## config.mk

```make
export PLATFORM = sky130hd
export DESIGN_NAME = mult_share_arbiter_flat
export DESIGN_NICKNAME = d
export VERILOG_FILES = /design/src/rtl/mult_share_arbiter_if.sv /design/src/rtl/mult_share_arbiter.sv /design/src/flat_wrapper.sv
export SDC_FILE = /design/constraint.sdc
export NUM_CORES = 1
export LEC_CHECK = 0
export CORE_MARGIN = 1
export CORE_UTILIZATION = 29
export CTS_CLUSTER_DIAMETER = 100
export DETAILED_ROUTE_END_ITERATION = 10
export GPL_TIMING_DRIVEN = 0
export MAX_ROUTING_LAYER = met4
export PLACE_DENSITY = 0.75
export REMOVE_ABC_BUFFERS = 1
export SYNTH_ARGS = -nofsm -noshare
export SYNTH_HDL_FRONTEND = slang
export SYNTH_SLANG_ARGS = --single-unit
```

## constraint.sdc

```tcl
create_clock -name clk -period 2.3 [get_ports clk]
set_input_delay 0.69 -clock clk [delete_from_list [all_inputs] [get_ports clk]]
set_output_delay 0.69 -clock clk [all_outputs]
set_load 0.01 [all_outputs]
```

## src/rtl/mult_share_arbiter_if.sv

```systemverilog
// Bundle between the multiplier-sharing arbiter, its requesters, the shared multiplier and the response consumer.
// Latency: none; this file only groups the signals.
// Backpressure: valid/ready on both the request side and the response side.
interface mult_share_arbiter_if #(
  parameter int NREQ = 4,
  parameter int DW   = 8,
  parameter int PW   = 8
);
  localparam int IDW = $clog2(NREQ);

  logic [NREQ-1:0]    req_valid;
  logic [NREQ-1:0]    req_ready;
  logic [NREQ*DW-1:0] req_a;
  logic [NREQ*DW-1:0] req_b;
  logic [DW-1:0]      mult_a;
  logic [DW-1:0]      mult_b;
  logic [PW-1:0]      mult_out;
  logic               rsp_valid;
  logic               rsp_ready;
  logic [IDW-1:0]     rsp_id;
  logic [PW-1:0]      rsp_data;
  logic               busy;

  // Requester/multiplier/consumer side of the bundle.
  modport master (
    output req_valid, req_a, req_b, mult_out, rsp_ready,
    input  req_ready, mult_a, mult_b, rsp_valid, rsp_id, rsp_data, busy
  );

  // Arbiter side of the bundle.
  modport slave (
    input  req_valid, req_a, req_b, mult_out, rsp_ready,
    output req_ready, mult_a, mult_b, rsp_valid, rsp_id, rsp_data, busy
  );
endinterface

```

## src/rtl/mult_share_arbiter.sv

```systemverilog
// Round-robin arbiter that time-shares one external combinational multiplier among NREQ requesters.
// Latency: accept edge T, product captured at edge T+1, rsp_valid high from then until the response handshake.
// Backpressure: one transaction in flight; req_ready stays low outside IDLE, and RESP holds until rsp_ready.
module mult_share_arbiter #(
  parameter int NREQ = 4,
  parameter int DW   = 8,
  parameter int PW   = 8
) (
  input logic               clk,
  input logic               rst,
  mult_share_arbiter_if.slave bus
);
  localparam int IDW = $clog2(NREQ);
  localparam int CW  = IDW + 1;  // one extra bit so ptr+offset can exceed NREQ before wrapping

  typedef enum logic [1:0] {IDLE, CALC, RESP} state_t;

  state_t          state_q;
  logic [IDW-1:0]  rr_ptr_q;
  logic [DW-1:0]   op_a_q;
  logic [DW-1:0]   op_b_q;
  logic [PW-1:0]   rsp_data_q;
  logic [IDW-1:0]  rsp_id_q;
  logic            rsp_valid_q;
  logic            busy_q;

  logic            gnt_vld;
  logic [IDW-1:0]  gnt_idx;
  logic [CW-1:0]   cand;
  logic [DW-1:0]   sel_a_d;
  logic [DW-1:0]   sel_b_d;
  logic [NREQ-1:0] req_ready_d;

  // Pick the first valid requester after the pointer, wrapping modulo NREQ.
  always_comb begin
    gnt_vld = 1'b0;
    gnt_idx = '0;
    cand    = '0;
    for (int k = 1; k <= NREQ; k++) begin
      cand = {1'b0, rr_ptr_q} + CW'(k);
      if (cand >= CW'(NREQ)) cand = cand - CW'(NREQ);
      if (!gnt_vld && bus.req_valid[cand[IDW-1:0]]) begin
        gnt_vld = 1'b1;
        gnt_idx = cand[IDW-1:0];
      end
    end
  end

  // Steer the winner's operands toward the operand registers.
  always_comb begin
    sel_a_d = '0;
    sel_b_d = '0;
    for (int i = 0; i < NREQ; i++) begin
      if (gnt_idx == IDW'(i)) begin
        sel_a_d = bus.req_a[i*DW +: DW];
        sel_b_d = bus.req_b[i*DW +: DW];
      end
    end
  end

  // One-hot accept on the winner, only while idle and out of reset.
  always_comb begin
    req_ready_d = '0;
    if (!rst && (state_q == IDLE) && gnt_vld) req_ready_d[gnt_idx] = 1'b1;
  end

  // Sequencer: latch operands, give the multiplier a settle cycle, then hold the response.
  always_ff @(posedge clk or posedge rst) begin
    if (rst) begin
      state_q     <= IDLE;
      rr_ptr_q    <= IDW'(NREQ - 1);
      op_a_q      <= '0;
      op_b_q      <= '0;
      rsp_data_q  <= '0;
      rsp_id_q    <= '0;
      rsp_valid_q <= 1'b0;
      busy_q      <= 1'b0;
    end else begin
      case (state_q)
        IDLE: begin
          if (gnt_vld) begin
            op_a_q   <= sel_a_d;
            op_b_q   <= sel_b_d;
            rsp_id_q <= gnt_idx;
            busy_q   <= 1'b1;
            state_q  <= CALC;
          end
        end
        CALC: begin
          rsp_data_q  <= bus.mult_out;
          rsp_valid_q <= 1'b1;
          state_q     <= RESP;
        end
        RESP: begin
          // The pointer moves only on a completed response, which is what makes rotation fair.
          if (bus.rsp_ready) begin
            rsp_valid_q <= 1'b0;
            rr_ptr_q    <= rsp_id_q;
            busy_q      <= 1'b0;
            state_q     <= IDLE;
          end
        end
        default: begin
          state_q     <= IDLE;
          rsp_valid_q <= 1'b0;
          busy_q      <= 1'b0;
        end
      endcase
    end
  end

  assign bus.req_ready = req_ready_d;
  assign bus.mult_a    = op_a_q;
  assign bus.mult_b    = op_b_q;
  assign bus.rsp_valid = rsp_valid_q;
  assign bus.rsp_id    = rsp_id_q;
  assign bus.rsp_data  = rsp_data_q;
  assign bus.busy      = busy_q;
endmodule

```

## src/flat_wrapper.sv

```systemverilog
// flat-port wrapper written by rule: the top's interface ports become plain ports
module mult_share_arbiter_flat 
#(
  parameter int NREQ = 4,
  parameter int DW   = 8,
  parameter int PW   = 8
)
  (clk, rst, bus_req_valid, bus_req_a, bus_req_b, bus_mult_out, bus_rsp_ready, bus_req_ready, bus_mult_a, bus_mult_b, bus_rsp_valid, bus_rsp_id, bus_rsp_data, bus_busy);
  mult_share_arbiter_if #(.NREQ(NREQ), .DW(DW), .PW(PW)) bus_i ();
  input logic clk;
  input logic rst;
  input wire logic [$bits(bus_i.req_valid)-1:0] bus_req_valid;
  input wire logic [$bits(bus_i.req_a)-1:0] bus_req_a;
  input wire logic [$bits(bus_i.req_b)-1:0] bus_req_b;
  input wire logic [$bits(bus_i.mult_out)-1:0] bus_mult_out;
  input wire logic [$bits(bus_i.rsp_ready)-1:0] bus_rsp_ready;
  output wire logic [$bits(bus_i.req_ready)-1:0] bus_req_ready;
  output wire logic [$bits(bus_i.mult_a)-1:0] bus_mult_a;
  output wire logic [$bits(bus_i.mult_b)-1:0] bus_mult_b;
  output wire logic [$bits(bus_i.rsp_valid)-1:0] bus_rsp_valid;
  output wire logic [$bits(bus_i.rsp_id)-1:0] bus_rsp_id;
  output wire logic [$bits(bus_i.rsp_data)-1:0] bus_rsp_data;
  output wire logic [$bits(bus_i.busy)-1:0] bus_busy;
  assign bus_i.req_valid = bus_req_valid;
  assign bus_i.req_a = bus_req_a;
  assign bus_i.req_b = bus_req_b;
  assign bus_i.mult_out = bus_mult_out;
  assign bus_i.rsp_ready = bus_rsp_ready;
  assign bus_req_ready = bus_i.req_ready;
  assign bus_mult_a = bus_i.mult_a;
  assign bus_mult_b = bus_i.mult_b;
  assign bus_rsp_valid = bus_i.rsp_valid;
  assign bus_rsp_id = bus_i.rsp_id;
  assign bus_rsp_data = bus_i.rsp_data;
  assign bus_busy = bus_i.busy;
  mult_share_arbiter #(.NREQ(NREQ), .DW(DW), .PW(PW)) u_core (.clk(clk), .rst(rst), .bus(bus_i));
endmodule
```

==> flow_metrics.py, run 1 <==
metrics = {
    "global_route": {
        "grt_util_all_layers_pct": 19.40,
        "antenna_found_initial": 0,
        "grt_pass1_vias": 2173,
        "grt_max_degree": 18,
        "grt_pass1_wl_mm": 10.39,
        "grt-ovfl-total": 0,
    },
    "die": {
        "placement_rows": 29,
        "core_mm2": 0.006459,
        "dieArea_mm2": 0.007116,
        "die_h_um": 84.36,
        "die_x_um": 84.36,
        "num_io_pins": 111,
        "start_util_pct": 30.45,
    },
    "clocking": {
        "cts.sinks": 32,
        "cts_inserted_buffers": 5,
        "path_clk_slew_ns": 0.06,
        "cts_tree": "done",
        "ctsHoldBuffers": 0,
        "clockBufferDepth": 2,
        "clockRootBuffer": "clkbuf_8",
        "clock_latency_ns": 0.28,
        "htreeDepth": 2,
    },
    "power_and_ir_drop": {
        "p_sw_mw": 1.464,
        "p_int_mw": 2.452,
        "p_sw_share_pct": 37.39,
        "p_leak_nw": 1.487,
        "pwr_density_cell_mw_per_mm2": 1109,
        "ir_drop_mv": 0.4698,
        "clkPwrFrac_pct": 11.3,
        "combPwrFrac_pct": 61.5,
        "pwr-share-seq_pct": 27.2,
    },
    "setup_path": {
        "arrival_ns": 1.95,
        "end_kind": "primary output",
        "worstPathRequired_ns": 1.61,
        "startpoint_type": "primary input",
        "crit_type": "in -> out",
        "crit_fanout": 4,
    },
    "synth": {
        "synth-seq-cells": 32,
        "synth_cell_types": 37,
        "yosysSeqAreaShare_pct": 40.84,
        "yosys_warnings": 0,
        "postSynthAreaPerCell_um2": 10.35,
        "synth_cells": 190,
        "syn_area_mm2": 0.001967,
    },
    "finish": {
        "n_antenna_cell": 0,
        "fin_util_pct": 54.69,
        "regArea_um2": 803.3,
        "multi_input_area_mm2": 0.001090,
        "final_cell_mix": "clkdlybuf4s50_1, dfrtp_1, buf_4, nor2_1, inv_1",
        "finalNetCount": 406,
        "nFillCells": 605,
        "syn2layout_area_growth_pct": 79.58,
        "final_common_cell": "clkdlybuf4s50_1",
        "drive_above_1_share_pct": 28.96,
    },
    "timing": {
        "finalCritPeriodShare_pct": 114.7,
        "hold_violations": 0,
        "rsz0062_at_grt": "true",
        "setup_slack_ns": -0.3390,
        "fmax_mhz": 378.9,
        "tightest_slew_ns": 0.8198,
        "whs_ns": 0.4995,
        "finalMaxSlewViolations": 0,
        "fin_skew_ns": 0.005186,
        "period_minus_slack_ns": 2.639,
        "finalSetupViolations": 4,
        "slew_headroom_pct": 45.05,
    },
    "drt": {
        "drc": 4,
        "drt_first_pass_iters": 7,
        "num_vias": 2003,
        "ant_nets": 0,
        "via_per_inst": 4.946,
        "wl_per_cell_um": 15.95,
        "drtIter0Drc": 69,
        "drt-total-wl_mm": 6.461,
    },
    "run_status": {
        "violations": "DRC, setup timing",
        "run_status": "complete, but fails checks",
    },
    "placement": {
        "place_hpwl_mm": 4.171,
        "place.gp.congestion": 0.7477,
        "io_buffers": 110,
    },
    "min_path": {
        "hold_path_class": "reg -> reg",
    },
    "job": {
        "drv_cap": 0,
    },
}
## power by group through the flow
| stage | Combinational [mW] | Clock, mW | Sequential [mW] |
|---|---|---|---|
| detailed placement | 2.04 | 0 | 1.05 |
| floorplan | 0.968 | 0 | 1.15 |
| global placement | 1.96 | 0 | 1.04 |
| CTS | 2.41 | 0.462 | 1.06 |
| global route | 2.60 | 0.480 | 1.11 |
| finish | 2.41 | 0.443 | 1.06 |
## stage by stage
| stage | instance area [um^2] | power [mW] | TNS, ns | worst slack, ns | cells |
|---|---|---|---|---|---|
| after global routing | 3532 | 4.190 | -1.221 | -0.3892 | 405 |
| after CTS | 3498 | 3.930 | -0.8494 | -0.2876 | 403 |
| after global placement | 3045 | 3.000 | -48.58 | -3.270 | 362 |
| after floorplan | 1848 | 2.114 | -9.557 | -1.082 | 175 |
| after detailed placement | 3069 | 3.093 | -27.87 | -2.014 | 363 |
| final | 3532 | 3.916 | -1.027 | -0.3390 | 405 |
## path summary, 6_finish.rpt
kind | startpoint | endpoint | slack, ns | cells past startpoint
min | u_core.bus.rsp_valid$_DFFE_PP0P_ | u_core.bus.rsp_valid$_DFFE_PP0P_ | 0.50 | 1
max in group asynchronous | rst | u_core.bus.mult_b[6]$_DFFE_PP0P_ | 0.85 | 2
max | bus_req_valid[1] | bus_req_ready[2] | -0.34 | 7
min in group asynchronous | rst | u_core.bus.rsp_id[0]$_DFFE_PP0P_ | 0.99 | 3
min reg2reg | u_core.bus.rsp_valid$_DFFE_PP0P_ | u_core.bus.rsp_valid$_DFFE_PP0P_ | 0.50 | 1
max reg2reg | u_core.rr_ptr_q[1]$_DFFE_PP1P_ | u_core.bus.mult_b[0]$_DFFE_PP0P_ | 0.37 | 7
## cell usage after synthesis (all sizes together)
cell,count,share of area [%]
a211oi,32,16
dfrtp,30,38
inv,19,3.6
nor2,19,3.6
a31oi,16,5.1
mux2i,16,8.1
buf,9,4.9
mux2,9,5.2
clkbuf,6,1.1
nand2b,4,1.3
and3,3,0.95
nor3,3,1.0
o21ai,3,0.95
dfstp,2,2.7
nand2,2,0.51
nor2b,2,0.64
nor3b,2,0.76
or2,2,0.64
a21bo,1,0.51
a21o,1,0.38
a21oi,1,0.25
a311o,1,0.51
nand3,1,0.51
nand3b,1,0.38
nor4,1,0.64
o21a,1,0.38
o21bai,1,0.38
o22a,1,0.45
o22ai,1,0.32
## critical path, stage by stage
cell and delay [ns]:
buf_12 0.11, or2_0 0.24, a311o_1 0.35, nor2b_4 0.17, buf_12 0.12, and3_4 0.17
buf_6 0.10
## per-layer routing
layer	share of wire (%)	GRT usage [%]	vias to the layer above	wire length, um
met1	41	22.45	955	2645
met5	0	-	-	0
met3	6.0	3.835	13	387
li1	-	-	966	-
met4	2.2	7.550	0	140
met2	51	33.23	69	3287
## flip-flops by register name (all words and copies together), names as in the netlist
| name | count |
|---|---|
| u_core.bus.mult_a | 8 |
| u_core.bus.mult_b | 8 |
| u_core.bus.rsp_data | 8 |
| u_core.bus.rsp_id | 2 |
| u_core.rr_ptr_q | 2 |
| u_core.state_q | 2 |
| u_core.bus.busy | 1 |
| u_core.bus.rsp_valid | 1 |
## layout make-up
| cell class | instances | area share, % |
|---|---|---|
| clock buffer | 6 | 2.338 |
| timing repair buffer | 143 | 38.79 |
| multi-input combinational | 125 | 30.85 |
| sequential | 32 | 22.74 |
| inverter | 19 | 2.125 |
| tap | 77 | 2.728 |
| clock inverter | 2 | 0.2834 |
| timing repair inverter | 1 | 0.1417 |
## repair_timing
| action | CTS | global route |
|---|---|---|
| cloned | 2 | 0 |
| buffers inserted | 30 | 2 |
| resized for setup | 64 | 3 |
| pin swaps | 10 | 4 |
| setup endpoints to repair | 22 | 4 |
## cells by family (layout without fill, tap and decap cells)
logic type,after synthesis,in the layout,synth area share (%)
multiplexers,25,25,13.30
flip-flops,32,32,40.84
AND/OR/NAND/NOR,40,41,10.94
AO/OA/AOI/OAI,59,59,25.26
buffers and inverters,34,171,9.669
Power figures use the tool's default switching activity.
==> run 2: changes to the inputs <==
--- a/config.mk
+++ b/config.mk
@@ -5,7 +5,6 @@
 export SDC_FILE = /design/constraint.sdc
 export NUM_CORES = 1
 export LEC_CHECK = 0
-export CORE_MARGIN = 1
 export CORE_UTILIZATION = 29
 export CTS_CLUSTER_DIAMETER = 100
 export DETAILED_ROUTE_END_ITERATION = 10
==> results of run 2 <==
No change in the layout: final DEF, timing and power equal those of run 1.
==> RTL change: new RTL, config.mk and constraints of run 2 <==
Re-encode `state_t` (3 states) as one-hot, 3 bits wide.
--- a/src/rtl/mult_share_arbiter.sv
+++ b/src/rtl/mult_share_arbiter.sv
@@ -13,7 +13,7 @@
   localparam int IDW = $clog2(NREQ);
   localparam int CW  = IDW + 1;  // one extra bit so ptr+offset can exceed NREQ before wrapping
 
-  typedef enum logic [1:0] {IDLE, CALC, RESP} state_t;
+  typedef enum logic [2:0] {IDLE = 3'b001, CALC = 3'b010, RESP = 3'b100} state_t;
 
   state_t          state_q;
   logic [IDW-1:0]  rr_ptr_q;
Behaviour: same outputs for any inputs over 10 cycles, from zero or initial values and one cycle with rst high; not proved beyond that.
==> RTL change against run 2 <==
- largest power group unchanged
- sequential cell count is 1 higher
- highest routed layer unchanged
- setup slack better by 0.054 ns
- largest cell class unchanged
- total power rose by 8.6%
- design area up 4.0%
- via count is 6.5% higher
- area after synthesis increased by 6.0%
- routed wire length increased by 11%
- the run ends with negative setup slack left
- clock skew is 0.0020 ns lower
==> RTL change: results <==
group,metric,value,unit
status,status,"finished with violations",
status,violations,"negative setup slack",
global_routing,antenna_found_initial,0,
worst_setup_path,critPathLaunch,"bus_req_valid[3]",
power,total_leakage_power,1.52,nW
min_path,hold_depth,2,
route,dr.first_iter.drc_count,110,
global_routing,grt_pass1_wl,11000,um
logic_synthesis,synth_xor_area_frac,0,
min_path,hp-class,"flop to flop",
logic_synthesis,async_flop_share,1.00,
worst_setup_path,crit_slowest_cell,"o41ai_4",
placed_design,gp_congestion,0.764,
timing,skew,0.00322,ns
worst_setup_path,slowest_delay,0.32,ns
final_layout,drive_above_1_share,0.280,
logic_synthesis,synth-adder-area-share,0,
logic_synthesis,yosys_warnings,0,
route,drt_first_pass_iters,4,
clock_network,cts-buffers-inserted,5,
worst_setup_path,crit_fanout,5,
timing,setup_violations,4,
final_layout,n_antenna_cell,0,
timing,relSlewSlack,0.559,
clock_network,cts_root_buf,"clkbuf_8",
min_path,hp-start,"u_core.bus.mult_b[6]",
logic_synthesis,synth-compound-area-share,0.251,
global_routing,globalRouteTotalUtil,0.199,
logic_synthesis,ys_seq_area_frac,0.398,
worst_setup_path,arrival,1.89,ns
power,ir_drop,0.363,mV
route,wl_per_cell,16.8,um
placed_design,place_inst,390,
worst_setup_path,r2r-start,"u_core.state_q[0]",
route,drt-total-wl,7200,um
logic_synthesis,syn_area_per_cell,10.5,um^2
clock_network,cts.path.max_buffers,2,
clock_network,cts.htree.levels,2,
clock_network,clk_pin_slew,0.07,ns
logic_synthesis,synthTopCellsByCount,"dfrtp_1, nand2_1",
logic_synthesis,ys_types,41,
final_layout,final_nets,410,
clock_network,clock_latency,0.29,ns
logic_synthesis,netlist_top_cells_area,"dfrtp_1, mux2i_1, o211ai_1, o31ai_1, mux2_2",
placed_design,numPortBuffers,110,
logic_synthesis,muxShareOfSynthArea,0.131,
worst_setup_path,worstRegToRegCells,10,
placed_design,dp.final_hpwl,4720,um
global_routing,grt_pass1_vias,2205,
global_routing,grt_max_degree,20,
route,viasPerCell,4.99,
timing,finalWorstSetupSlack,-0.285,ns
==> RTL change: cell families after synthesis <==
logic type,Yosys count
compound gates,62
simple gates,57
flops,33
mux,26
buf+inv,21
==> RTL change: path summary, 6_finish.rpt <==
path / slack [ns] / end
setup / recovery: -0.28 / bus_req_ready[0]
min in group asynchronous: 0.69 / u_core.bus.mult_a[1]
hold reg to reg: 0.50 / u_core.bus.mult_b[6]
setup reg to reg: 0.25 / u_core.bus.mult_b[2]
hold / removal: 0.50 / u_core.bus.mult_b[6]
max in group asynchronous: 1.38 / u_core.bus.mult_a[5]
==> RTL change: per-layer routing <==
metal / global-route usage / up-vias / part of all wire
met5: - / - / 0
met4: 0.0697 / 0 / 0.023
met3: 0.0343 / 11 / 0.055
met2: 0.360 / 74 / 0.53
met1: 0.218 / 1033 / 0.40
li1: - / 1016 / -
==> RTL change: timing repair <==
item | 4_1_cts | 5_1_grt
buffers inserted | 29 | 1
pin swaps | 10 | 4
endpoints found under the hold margin | 0 | 0
gates resized for setup | 64 | 0
endpoints found under the setup margin | 22 | 4
==> RTL change: metrics by stage <==
stage                     setup TNS [ns]  hold WS (ns)  area (um^2)  setup WS [ns]
after global placement            -46.22         0.478         3180          -2.65
final                             -0.904         0.495         3670         -0.285
after detailed placement          -28.11         0.485         3230          -2.22
after global routing               -1.18         0.519         3670         -0.342
after CTS                         -0.890         0.501         3670         -0.305
after floorplan                    -6.80         0.508         1960         -0.780
==> RTL change: critical path: cells and delay by family <==
family | cells | cell delay (ns)
AND/OR/NAND/NOR | 1 | 0.17
buffers and inverters | 5 | 0.67
AO/OA/AOI/OAI | 2 | 0.36
==> RTL change: where the power goes <==
group | switching [W] | leakage, nW | total [W] | internal (W)
Clock | 0.000232 | 0.0574 | 0.000584 | 0.000352
Combinational | 0.00119 | 1.06 | 0.00262 | 0.00143
Sequential | 0.000161 | 0.402 | 0.00105 | 0.000885
==> RTL change: layout make-up <==
class,count,area (um^2)
tap,96,120
multi-input combinational,145,1230
sequential,33,830
fill,631,3190
clock buffer,6,82.6
timing repair buffer,142,1360
inverter,4,21.3
clock inverter,2,37.5
